--- config.mk ---
export PLATFORM = sky130hd
export DESIGN_NAME = pipe_if_stage
export DESIGN_NICKNAME = d
export VERILOG_FILES = /design/src/rtl/pipe_if_stage.sv
export SDC_FILE = /design/constraint.sdc
export NUM_CORES = 1
export LEC_CHECK = 0
export BUFFER_PORTS_ARGS = -buffer_cell sky130_fd_sc_hd__buf_4
export CORE_ASPECT_RATIO = 0.9
export CORE_MARGIN = 5
export CORE_UTILIZATION = 47
export CTS_CLUSTER_DIAMETER = 40
export DETAILED_ROUTE_END_ITERATION = 10
export GPL_TIMING_DRIVEN = 0
export PLACE_DENSITY = 0.81
export RECOVER_POWER = 25
export SETUP_SLACK_MARGIN = 0.1
export SLEW_MARGIN = 5
export SYNTH_ARGS = -nofsm -noshare
export SYNTH_HDL_FRONTEND = slang
export SYNTH_SLANG_ARGS = --single-unit
--- constraint.sdc ---
create_clock -name clk -period 2.7 [get_ports clk]
set_input_delay 0 -clock clk [delete_from_list [all_inputs] [get_ports clk]]
set_output_delay 0 -clock clk [all_outputs]
set_load 0.03 [all_outputs]
--- src/rtl/pipe_if_stage.sv ---
// Instruction-fetch stage: PC register, next-PC select and IF/ID pipeline register.
// Also keeps a saturating count of load-use stall cycles.
module pipe_if_stage #(
    parameter logic [31:0] RESET_PC   = 32'h0000_0000,
    parameter bit          DELAY_SLOT = 1'b1,
    parameter int          CNT_W      = 16
) (
    input  logic             clk,
    input  logic             rst,
    input  logic             IFwip,
    input  logic             IDwir,
    input  logic [1:0]       IDpcsource,
    input  logic [31:0]      IDbpc,
    input  logic [31:0]      IDrpc,
    input  logic [31:0]      IDjpc,
    input  logic [31:0]      imem_rdata,
    output logic [31:0]      imem_addr,
    output logic [31:0]      IFpc4,
    output logic [31:0]      IDinst,
    output logic [31:0]      IDpc4,
    output logic             IDvalid,
    output logic [CNT_W-1:0] stall_count
);

    logic [31:0] pc;
    logic [31:0] sel;
    logic [31:0] npc;
    logic        squash;

    assign imem_addr = pc;
    assign IFpc4     = pc + 32'd4;

    always_comb begin
        sel = IFpc4;
        unique case (IDpcsource)
            2'b00: sel = IFpc4;
            2'b01: sel = IDbpc;
            2'b10: sel = IDrpc;
            2'b11: sel = IDjpc;
        endcase
    end

    // Targets are forced word aligned
    assign npc = {sel[31:2], 2'b00};

    assign squash = !DELAY_SLOT && (IDpcsource != 2'b00);

    always_ff @(posedge clk) begin
        if (rst) begin
            pc <= RESET_PC;
        end else if (IFwip) begin
            pc <= npc;
        end
    end

    // A stall (IDwir=0) holds IF/ID even when a redirect is requested
    always_ff @(posedge clk) begin
        if (rst) begin
            IDinst  <= 32'd0;
            IDpc4   <= 32'd0;
            IDvalid <= 1'b0;
        end else if (IDwir) begin
            IDpc4 <= IFpc4;
            if (squash) begin
                IDinst  <= 32'd0;
                IDvalid <= 1'b0;
            end else begin
                IDinst  <= imem_rdata;
                IDvalid <= 1'b1;
            end
        end
    end

    always_ff @(posedge clk) begin
        if (rst) begin
            stall_count <= '0;
        end else if (!IFwip && (stall_count != '1)) begin
            stall_count <= stall_count + CNT_W'(1);
        end
    end

endmodule
## Word-level counts from Yosys, hierarchy flattened

Index checks and enable logic that the tools add are counted.

| word-level totals | value |
|---|---|
| flip-flop bits (word level) | 111 |
| bits of input ports | 134 |
| output and inout port bits | 145 |
| logic and storage cells | 15 |

| operators by class | value |
|---|---|
| add/sub/neg operators | 2 |
| eq/ne operators | 4 |
| multiplexer cells | 1 |
| reduce and logical (&&, ||, !) cells | 3 |

Operators with widths:

| operator | number |
|---|---|
| $pmux 32 s4 | 1 |
| $add 32x3->32 const B | 1 |
| $add 16x1->16 const B | 1 |
| $ne 16x16->1 const B | 1 |
| $eq 2x2->1 const B | 2 |
| $eq 2x1->1 const B | 1 |
| $logic_not 2->1 | 1 |
| $logic_and 1x1->1 | 1 |
| $logic_not 1->1 | 1 |

## Depth between registers and ports, before layout

Gate-level depths: netlist of run 1.

| depth | value |
|---|---|
| depth in word-level cells | 2 |
| depth in mapped cells | 7 |
| mapped depth without buffers | 6 |

## Least setup slack after synthesis of run 1

OpenSTA, ideal clock, no wires.

| path | value |
|---|---|
| path type | register to register |
| from | register pc[4] (netlist: imem_addr[4]) |
| to | register IDpc4[21] |
| setup time | 0.060 ns |
| data arrival time | 2.657 ns |
| data required time | 2.640 ns |
| path slack | -0.017 ns |
| cell stages (with the launch flop) | 7 |
| path buffers | 1 |
| period minus slack after synthesis | 2.717 ns |
| path through | dfxtp_1 > nand4_2 > or4_1 > buf_2 > or3_1 > xnor2_1 > o21a_1 |

| between the ends | value |
|---|---|
| longest elaborated chain between the ends | 1 |

Ends and longest elaborated chain:

| what | line | text |
|---|---|---|
| from (decl) | 25 | `logic [31:0] pc;` |
| from (signal assigned) | 52 | `pc <= npc;` |
| $add 32x3->32 | 31 | `assign IFpc4 = pc + 32'd4;` |
| via IFpc4[21] | 18 | `output logic [31:0] IFpc4,` |
| to (signal assigned) | 63 | `IDpc4 <= IFpc4;` |
| to (decl) | 20 | `output logic [31:0] IDpc4,` |

The timed path passes the listed nets, and every way through them passes these cells.
A chain may end at the register's enable or synchronous reset.

## Worst setup path in the final report of run 1

| path | value |
|---|---|
| from | register pc[3] (netlist: imem_addr[3]) |
| to | output IFpc4[30] |

| between the ends | value |
|---|---|
| longest elaborated chain between the ends | 1 |

Ends and longest elaborated chain:

| what | line |
|---|---|
| $add 32x3->32 | 31 |
| to (decl) | 18 |

Every way passes these cells.

==> impl_metrics.toml, run 1 <==
[run_status]
outcome = "finished clean"

[floorplanning]
starting_density_of_the_core = 0.477
ioPinCount = 279
floorplan.rows = 38
die_x_um = 126
fp.dieArea_um2 = 14500
floorplan.core_area_um2 = 12000
floorplan.die.height_um = 115

[synthesis]
post_synth_inst_count = 660
yosys_register_bits = 109
synth.top_cells.by_count = "114 x sky130_fd_sc_hd__nor2_1, 109 x sky130_fd_sc_hd__dfxtp_1, 64 x sky130_fd_sc_hd__mux2i_1, 42 x sky130_fd_sc_hd__nand2_1, 34 x sky130_fd_sc_hd__clkbuf_1"
synth.yosys.warnings = 0
async_reset_ff_frac = 0
synth_seq_area_share = 0.381
synth-edff-count = 0
netlist_area_um2 = 5720
synthDistinctLibCells = 63
post-synth-top-count-cell = "sky130_fd_sc_hd__nor2_1"
synthDominantAreaCellType = "sky130_fd_sc_hd__dfxtp_1"
synth_top_area_share = 0.381
post_synth_main_area_contributors = "sky130_fd_sc_hd__dfxtp_1 38%, sky130_fd_sc_hd__mux2i_1 11%, sky130_fd_sc_hd__nor2_1 7.5%"
syn_avg_cell_area_um2 = 8.67
ys_flop_type = "sky130_fd_sc_hd__dfxtp_1"

[pwr]
seqPwrFrac = 0.411
p_total_mw = 4.37
total_switching_power_mw = 1.45
share_comb_of_total_power = 0.262
power.density_nw_per_um2 = 506
intPower_mw = 2.92
power.leakage_nw = 3.85
switching_share = 0.332
share_clk_of_total_power = 0.326
power.ir.vdd_worst_v = 0.000525

[global_routing]
initial_antenna_violation_count = 0
global_route.overflow_total = 0
grt_util_all_layers = 0.298
grt_pass1_wl_um = 33900
grt_pass1_vias = 6134
grt_start_max_net_pins = 21

[setup_path]
worst_setup_path_start_kind = "flop"
timing.critical_path.arrival_ns = 2.56
end_kind = "output pin"
ff2ff_setup_slack_ns = 0.30
critical_path.reg2reg.startpoint = "imem_addr[3]"
cp_max_fo = 8
reg2regPathDepth = 8
critical_path_class = "flop to output pin"
crit_path_start = "imem_addr[3]"
data_required_time_of_the_worst_path_ns = 2.70
crit-reg2reg-capture = "IDpc4[30]"
setup.worst_path.end = "IFpc4[30]"

[clock_tree]
tritoncts = "built"
clk_pin_slew_ns = 0.08
clk_root_buffer_cell = "sky130_fd_sc_hd__clkbuf_16"
cts_htree_levels = 3
numCtsBuffers = 9
cts.sink_count = 109
worst_skew_pair.late_latency_ns = 0.37
max-clock-path-buffers = 2

[layout]
antenna-diode-count = 0
final_net_count = 1124
post-route-cell-area_um2 = 8630
layout-drive-gt1-share = 0.307
utilization = 0.720
syn2layout_area_growth_pct = 50.8

[drt]
detail_route.first_pass.iterations = 6
drtIter0Drc = 633
postRouteWirelength_um = 22600
detailroute.via_count = 6444
avgRoutedWirePerCell_um = 19.6
via_per_inst = 5.59
total_drc_errors_in_the_routed_layout = 0
detail-route-antenna-nets = 0

[sta]
timing.final.crit_share = 0.950
slew_viol_final = 0
setup_violations = 0
worst_slew_pin_slew_ns = 0.852
worst_slack_ns = 0.136
period_needed_ns = 2.56
hold_viol_final = 0
slew-limit-headroom = 0.425
rsz0062_at_grt = "no"
finClkSkew_ns = 0.00717
maxClockFrequency_mhz = 390
finalHoldWorstSlack_ns = 0.0103

[placement]
dp_hpwl_um = 16600
pre_cts_setup_slack_ns = -0.0530
dpl-instance-area_um2 = 7970
io_buffers = 264
globalplace.congestion = 0.880

[job]
max-cap-violations = 0

[min_path]
worstHoldPathType = "input port to flop"
-- metal layers --
metal	GRT usage	up-vias	share of wire
li1	-	2995	-
met1	0.369	3022	0.39
met2	0.518	369	0.49
met3	0.0690	58	0.096
met4	0.0936	0	0.026
met5	0	-	0
-- worst min path at each step --
stage	depth (start not counted)	startpoint	slack, ns	endpoint
final	3	IDbpc[6]	0.01	imem_addr[6]
after global routing	3	IDbpc[6]	0.04	imem_addr[6]
after CTS	3	IDbpc[6]	0.01	imem_addr[6]
after detailed placement	3	imem_rdata[2]	0.24	IDinst[2]
after global placement	3	imem_rdata[26]	0.23	IDinst[26]
after floorplan	2	imem_rdata[4]	0.15	IDinst[4]
-- power groups by stage --
stage | Clock [mW] | Sequential (mW) | Combinational (mW)
after floorplan | 0 | 2.00 | 0.453
after global placement | 0 | 1.82 | 1.10
after detailed placement | 0 | 1.83 | 1.11
after CTS | 1.43 | 1.79 | 1.16
after global routing | 1.49 | 1.81 | 1.21
final | 1.43 | 1.80 | 1.15
-- state kept, by name, indices dropped and copies added, names as in the netlist --
register,flops
IDinst,32
IDpc4,30
imem_addr,30
stall_count,16
IDvalid,1
-- cell families (layout without fill, tap and decap cells) --
family / Yosys count / in the layout / share of synthesized area
flip-flops: 109 / 109 / 0.381
other: 1 / 6 / 0.000656
multiplexers: 77 / 77 / 0.143
AO/OA/AOI/OAI: 122 / 122 / 0.151
XOR/XNOR: 39 / 39 / 0.0636
buffers and inverters: 68 / 396 / 0.0496
AND/OR/NAND/NOR: 242 / 242 / 0.206
adder cells (fa/ha/maj): 2 / 2 / 0.00437
-- repair_timing --
item | CTS | global route
gates resized for setup | 23 | 20
buffers inserted | 4 | 12
hold endpoints to repair | 32 | 0
pin swaps | 3 | 6
hold buffers | 32 | 0
endpoints found under the setup margin | 21 | 11
cloned | 0 | 0
-- layout make-up --
| class | instances | area, um^2 |
|---|---|---|
| multi-input cells | 488 | 3400 |
| fillers | 981 | 3350 |
| flip-flops and latches | 109 | 2210 |
| repair buffers | 312 | 2200 |
| plain buffers | 54 | 248 |
| clock buffers | 9 | 225 |
| well taps | 160 | 200 |
| clock inverters | 7 | 86.3 |
| inverters | 14 | 52.6 |
-- placed cells by master (no fill, tap or decap), drive strengths merged, types with 7 or more instances in the layout --
master	instances
xnor2	25
mux2	10
a221oi	9
mux2i	64
nand4	12
clkbuf	104
or4	7
a21oi	25
dlygate4sd3	32
nor4	10
nor2	114
o21a	13
nor3	14
buf	239
nand2	42
a211oi	13
dfxtp	109
o21ai	25
xor2	14
nand3	12
inv	18
-- worst max-delay path: stages (launching register included) --
cell                      delay [ns]
sky130_fd_sc_hd__dfxtp_4        0.39
sky130_fd_sc_hd__ha_4           0.18
sky130_fd_sc_hd__nand3_4        0.11
sky130_fd_sc_hd__or4_4          0.44
sky130_fd_sc_hd__buf_6          0.15
sky130_fd_sc_hd__or4_4          0.56
sky130_fd_sc_hd__xnor2_4        0.20
sky130_fd_sc_hd__buf_6          0.15
-- metrics by stage --
stage	TNS (ns)	cells
5_1_grt	0	1153
6_report	0	1153
3_3_place_gp	-0.0341	1089
2_1_floorplan	0	665
3_5_place_dp	-0.0911	1089
4_1_cts	0	1141
No activity file was read; power rests on OpenSTA's default activity.
==> inputs of run 2 (changes only) <==
--- a/config.mk
+++ b/config.mk
@@ -8,11 +8,10 @@
 export BUFFER_PORTS_ARGS = -buffer_cell sky130_fd_sc_hd__buf_4
 export CORE_ASPECT_RATIO = 0.9
 export CORE_MARGIN = 5
-export CORE_UTILIZATION = 47
+export CORE_UTILIZATION = 35
 export CTS_CLUSTER_DIAMETER = 40
 export DETAILED_ROUTE_END_ITERATION = 10
 export GPL_TIMING_DRIVEN = 0
-export PLACE_DENSITY = 0.81
 export RECOVER_POWER = 25
 export SETUP_SLACK_MARGIN = 0.1
 export SLEW_MARGIN = 5
==> impl_metrics.toml, run 2 (synthesis results as in run 1) <==
[run_status]
outcome = "finished clean"

[floorplanning]
floorplan.core_area_um2 = 16100
starting_density_of_the_core = 0.356
ioPinCount = 279
fp.dieArea_um2 = 19000
floorplan.die.height_um = 131
floorplan.rows = 44
die_x_um = 145

[pwr]
power.ir.vdd_worst_v = 0.000337
p_total_mw = 4.28
intPower_mw = 2.89
share_comb_of_total_power = 0.266
power.density_nw_per_um2 = 495
seqPwrFrac = 0.419
power.leakage_nw = 3.83
switching_share = 0.326
share_clk_of_total_power = 0.315
total_switching_power_mw = 1.40

[setup_path]
critical_path.reg2reg.startpoint = "imem_addr[8]"
crit_slowest_cell = "sky130_fd_sc_hd__or4_4"
ff2ff_setup_slack_ns = 0.43
worst_path_largest_cell_delay_ns = 0.56
crit-reg2reg-capture = "IDpc4[30]"
data_required_time_of_the_worst_path_ns = 2.70
worstPathCellList = "nand4_4, or4_4, buf_6, or4_4, xnor2_4, buf_6"
end_kind = "output pin"
crit_path_start = "imem_addr[8]"
critical_path_class = "flop to output pin"
cp_max_fo = 8
timing.critical_path.arrival_ns = 2.56
worst_setup_path_start_kind = "flop"
setup.worst_path.end = "IFpc4[30]"
reg2regPathDepth = 6

[global_routing]
grt_pass1_vias = 5989
grt_pass1_wl_um = 34300
global_route.overflow_total = 0
grt_start_max_net_pins = 17
grt_util_all_layers = 0.231
initial_antenna_violation_count = 0

[sta]
slew_viol_final = 0
timing.final.crit_share = 0.948
timing.setup.tns_ns = 0
maxClockFrequency_mhz = 391
hold_viol_final = 0
worst_slew_pin_slew_ns = 1.00
period_needed_ns = 2.56
worst_slack_ns = 0.142
finClkSkew_ns = 0.00401
rsz0062_at_grt = "yes"
slew-limit-headroom = 0.330
setup_violations = 0

[placement]
place_inst = 1136
dp_hpwl_um = 17400
io_buffers = 264
dpl-instance-area_um2 = 8020
globalplace.congestion = 0.847
pre_cts_setup_slack_ns = 0.0108

[layout]
post-route-cell-area_um2 = 8660
final.fill_count = 1616
layout.cells.most_common_list = "222 x sky130_fd_sc_hd__buf_4, 113 x sky130_fd_sc_hd__nor2_1, 97 x sky130_fd_sc_hd__dfxtp_1"
layout-drive-gt1-share = 0.304
largest_register_ffs = 32
final_net_count = 1124
syn2layout_area_growth_pct = 51.4
antenna-diode-count = 0
most_flop_heavy_register = "IDinst"
layout.cells.most_common = "sky130_fd_sc_hd__buf_4"
final-instance-count-excl-fill = 1199

[drt]
detail_route.first_pass.iterations = 5
total_drc_errors_in_the_routed_layout = 0
detailroute.via_count = 6174
postRouteWirelength_um = 22900
avgRoutedWirePerCell_um = 19.1
detail-route-antenna-nets = 0
via_per_inst = 5.15
drtIter0Drc = 320

[min_path]
worstHoldPathType = "input port to flop"

[clock_tree]
cts_htree_levels = 3
max-clock-path-buffers = 2
numCtsBuffers = 9
cts.sink_count = 109
clk_pin_slew_ns = 0.07
tritoncts = "built"
worst_skew_pair.late_latency_ns = 0.36
clk_root_buffer_cell = "sky130_fd_sc_hd__clkbuf_16"

[job]
max-cap-violations = 0
==> run 2: power groups by stage <==
| stage | Combinational [mW] | Sequential [mW] | Clock (mW) |
|---|---|---|---|
| 2_1_floorplan | 0.453 | 2.00 | 0 |
| 3_3_place_gp | 1.12 | 1.83 | 0 |
| 3_5_place_dp | 1.12 | 1.83 | 0 |
| 4_1_cts | 1.16 | 1.80 | 1.36 |
| 5_1_grt | 1.21 | 1.81 | 1.43 |
| 6_report | 1.14 | 1.80 | 1.35 |
==> run 2: worst min-delay path by stage <==
stage | from | end | depth (start not counted) | slack, ns
2_1_floorplan | imem_rdata[4] | IDinst[4] | 2 | 0.15
3_3_place_gp | imem_rdata[0] | IDinst[0] | 3 | 0.24
3_5_place_dp | imem_rdata[18] | IDinst[18] | 3 | 0.24
4_1_cts | IDbpc[9] | imem_addr[9] | 5 | 0.02
5_1_grt | IDbpc[16] | imem_addr[16] | 3 | 0.03
6_report | IDbpc[9] | imem_addr[9] | 5 | 0.02
==> run 2: stage by stage <==
stage,hold slack (ns),util
floorplan,0.148,-
CTS,0.0210,0.542
global placement,0.236,0.499
finish,0.0233,0.539
detailed placement,0.241,0.499
global route,0.0324,0.539
==> run 2: layer usage <==
layer / global-route usage / vias to the layer above / part of all wire
met5: 0 / - / 0
met1: 0.288 / 2869 / 0.40
li1: - / 2990 / -
met2: 0.387 / 292 / 0.48
met3: 0.0770 / 23 / 0.10
met4: 0.0528 / 0 / 0.015
==> run 2: layout make-up <==
type	count	area, um^2	share of cell area
multi-input combinational	488	3410	0.393
sequential	109	2220	0.256
timing repair buffer	312	2200	0.254
tap	207	259	0.0299
buffer	54	243	0.0280
clock buffer	11	233	0.0269
inverter	14	52.6	0.00607
clock inverter	4	50.0	0.00578
==> run 2: critical path, delay by kind of cell, from the launching register on <==
| family | cells | cell delay (ns) |
|---|---|---|
| XOR/XNOR | 1 | 0.23 |
| buffers and inverters | 2 | 0.31 |
| flip-flops | 1 | 0.40 |
| AND/OR/NAND/NOR | 3 | 1.25 |
==> run 2: timing repair <==
item,4_1_cts,5_1_grt
hold endpoints to repair,32,0
hold buffers,32,0
resized for setup,21,21
pin swaps,1,8
endpoints found under the setup margin,19,10
setup buffers,1,15
==> inputs of run 3 (changes only) <==
--- a/config.mk
+++ b/config.mk
@@ -10,8 +10,10 @@
 export CORE_MARGIN = 5
 export CORE_UTILIZATION = 35
 export CTS_CLUSTER_DIAMETER = 40
+export CTS_CLUSTER_SIZE = 20
 export DETAILED_ROUTE_END_ITERATION = 10
 export GPL_TIMING_DRIVEN = 0
+export HOLD_SLACK_MARGIN = 0.05
 export RECOVER_POWER = 25
 export SETUP_SLACK_MARGIN = 0.1
 export SLEW_MARGIN = 5
==> impl_metrics.toml, run 3 (synthesis results as in run 1) <==
[run_status]
outcome = "finished clean"

[pwr]
power.ir.vdd_worst_v = 0.000339
power.leakage_nw = 3.87
power.density_nw_per_um2 = 490

[drt]
total_drc_errors_in_the_routed_layout = 0
via_per_inst = 5.13
drtIter0Drc = 339
avgRoutedWirePerCell_um = 19.0
detail-route-antenna-nets = 0
detailroute.via_count = 6196
detail_route.first_pass.iterations = 8
postRouteWirelength_um = 22900

[setup_path]
cp_max_fo = 8
worst_setup_path_start_kind = "flop"
end_kind = "output pin"
reg2regPathDepth = 6
timing.critical_path.arrival_ns = 2.56
critical_path_class = "flop to output pin"
data_required_time_of_the_worst_path_ns = 2.70

[clock_tree]
clk_root_buffer_cell = "sky130_fd_sc_hd__clkbuf_16"
cts.sink_count = 109
numCtsBuffers = 9
tritoncts = "built"
clk_pin_slew_ns = 0.07
cts_htree_levels = 3
max-clock-path-buffers = 2
worst_skew_pair.late_latency_ns = 0.36

[min_path]
min_path_cells = 3
worstHoldPathType = "input port to flop"

[sta]
finClkSkew_ns = 0.00407
worst_slew_pin_slew_ns = 0.965
timing.final.crit_share = 0.948
timing.setup.tns_ns = 0
setup_violations = 0
slew-limit-headroom = 0.357
rsz0062_at_grt = "yes"
hold_viol_final = 0
slew_viol_final = 0
period_needed_ns = 2.56
maxClockFrequency_mhz = 391

[floorplanning]
floorplan.rows = 44
floorplan.die.height_um = 131
starting_density_of_the_core = 0.356
fp.dieArea_um2 = 19000
die_x_um = 145
ioPinCount = 279
floorplan.core_area_um2 = 16100

[placement]
globalplace.congestion = 0.847
dp_hpwl_um = 17400
io_buffers = 264

[global_routing]
grt_pass1_vias = 6034
grt_start_max_net_pins = 17
grt_pass1_wl_um = 34400
grt_util_all_layers = 0.232
global_route.overflow_total = 0
initial_antenna_violation_count = 0

[layout]
utilization = 0.544
layout.cells.most_common = "sky130_fd_sc_hd__buf_4"
antenna-diode-count = 0
layout-drive-gt1-share = 0.302
largest_register_ffs = 32
layout.cells.most_common_list = "222 x sky130_fd_sc_hd__buf_4, 113 x sky130_fd_sc_hd__nor2_1, 97 x sky130_fd_sc_hd__dfxtp_1"
most_flop_heavy_register = "IDinst"
syn2layout_area_growth_pct = 53.0
final_net_count = 1133

[job]
max-cap-violations = 0
-- run 3: area by class of cell --
type	instances	area, um^2
clock buffers	11	233
clock inverters	4	50.0
flip-flops and latches	109	2220
repair buffers	321	2290
inverters	14	52.6
fillers	1604	7320
plain buffers	54	243
well taps	207	259
multi-input cells	488	3410
-- run 3: worst paths after layout --
check,slack [ns],from,endpoint
min,0.08,IDbpc[5],imem_addr[5]
min reg2reg,0.49,IDpc4[2],IDpc4[2]
max reg2reg,0.43,imem_addr[8],IDpc4[30]
max,0.14,imem_addr[8],IFpc4[30]
-- run 3: what timing repair did --
item / CTS / global route
hold endpoints to repair: 41 / 0
pin swaps: 1 / 8
buffers inserted: 1 / 15
gates resized for setup: 21 / 21
setup endpoints to repair: 19 / 10
hold buffers: 41 / 0
-- run 3: critical path, stage by stage, from the launching register on --
cell	delay (ns)
sky130_fd_sc_hd__dfxtp_4	0.40
sky130_fd_sc_hd__nand4_4	0.15
sky130_fd_sc_hd__or4_4	0.54
sky130_fd_sc_hd__buf_6	0.15
sky130_fd_sc_hd__or4_4	0.56
sky130_fd_sc_hd__xnor2_4	0.23
sky130_fd_sc_hd__buf_6	0.16
-- run 3: metrics by stage --
stage | hold WS, ns | worst slack [ns] | std cells | instance area [um^2] | power [mW]
2_1_floorplan | 0.148 | 0.112 | 665 | 5780 | 2.45
3_3_place_gp | 0.236 | 0.0493 | 1136 | 8020 | 2.94
3_5_place_dp | 0.241 | 0.0108 | 1136 | 8020 | 2.95
4_1_cts | 0.0596 | 0.0922 | 1193 | 8810 | 4.34
5_1_grt | 0.102 | 0.0925 | 1208 | 8750 | 4.46
6_report | 0.0790 | 0.140 | 1208 | 8750 | 4.29
-- run 3: layer usage --
metal,track usage,wire [um],vias up
met5,0,0,-
met1,0.289,9460,2872
li1,-,-,3007
met4,0.0528,330,0
met3,0.0745,2100,21
met2,0.388,11000,296
-- run 3: report_power, final --
group          internal (mW)  leakage, nW  switching (mW)  total (mW)
clock                  0.715        0.132           0.630        1.35
sequential              1.70        0.903          0.0943        1.80
combinational          0.479         2.83           0.672        1.15
total                   2.90         3.87            1.40        4.29
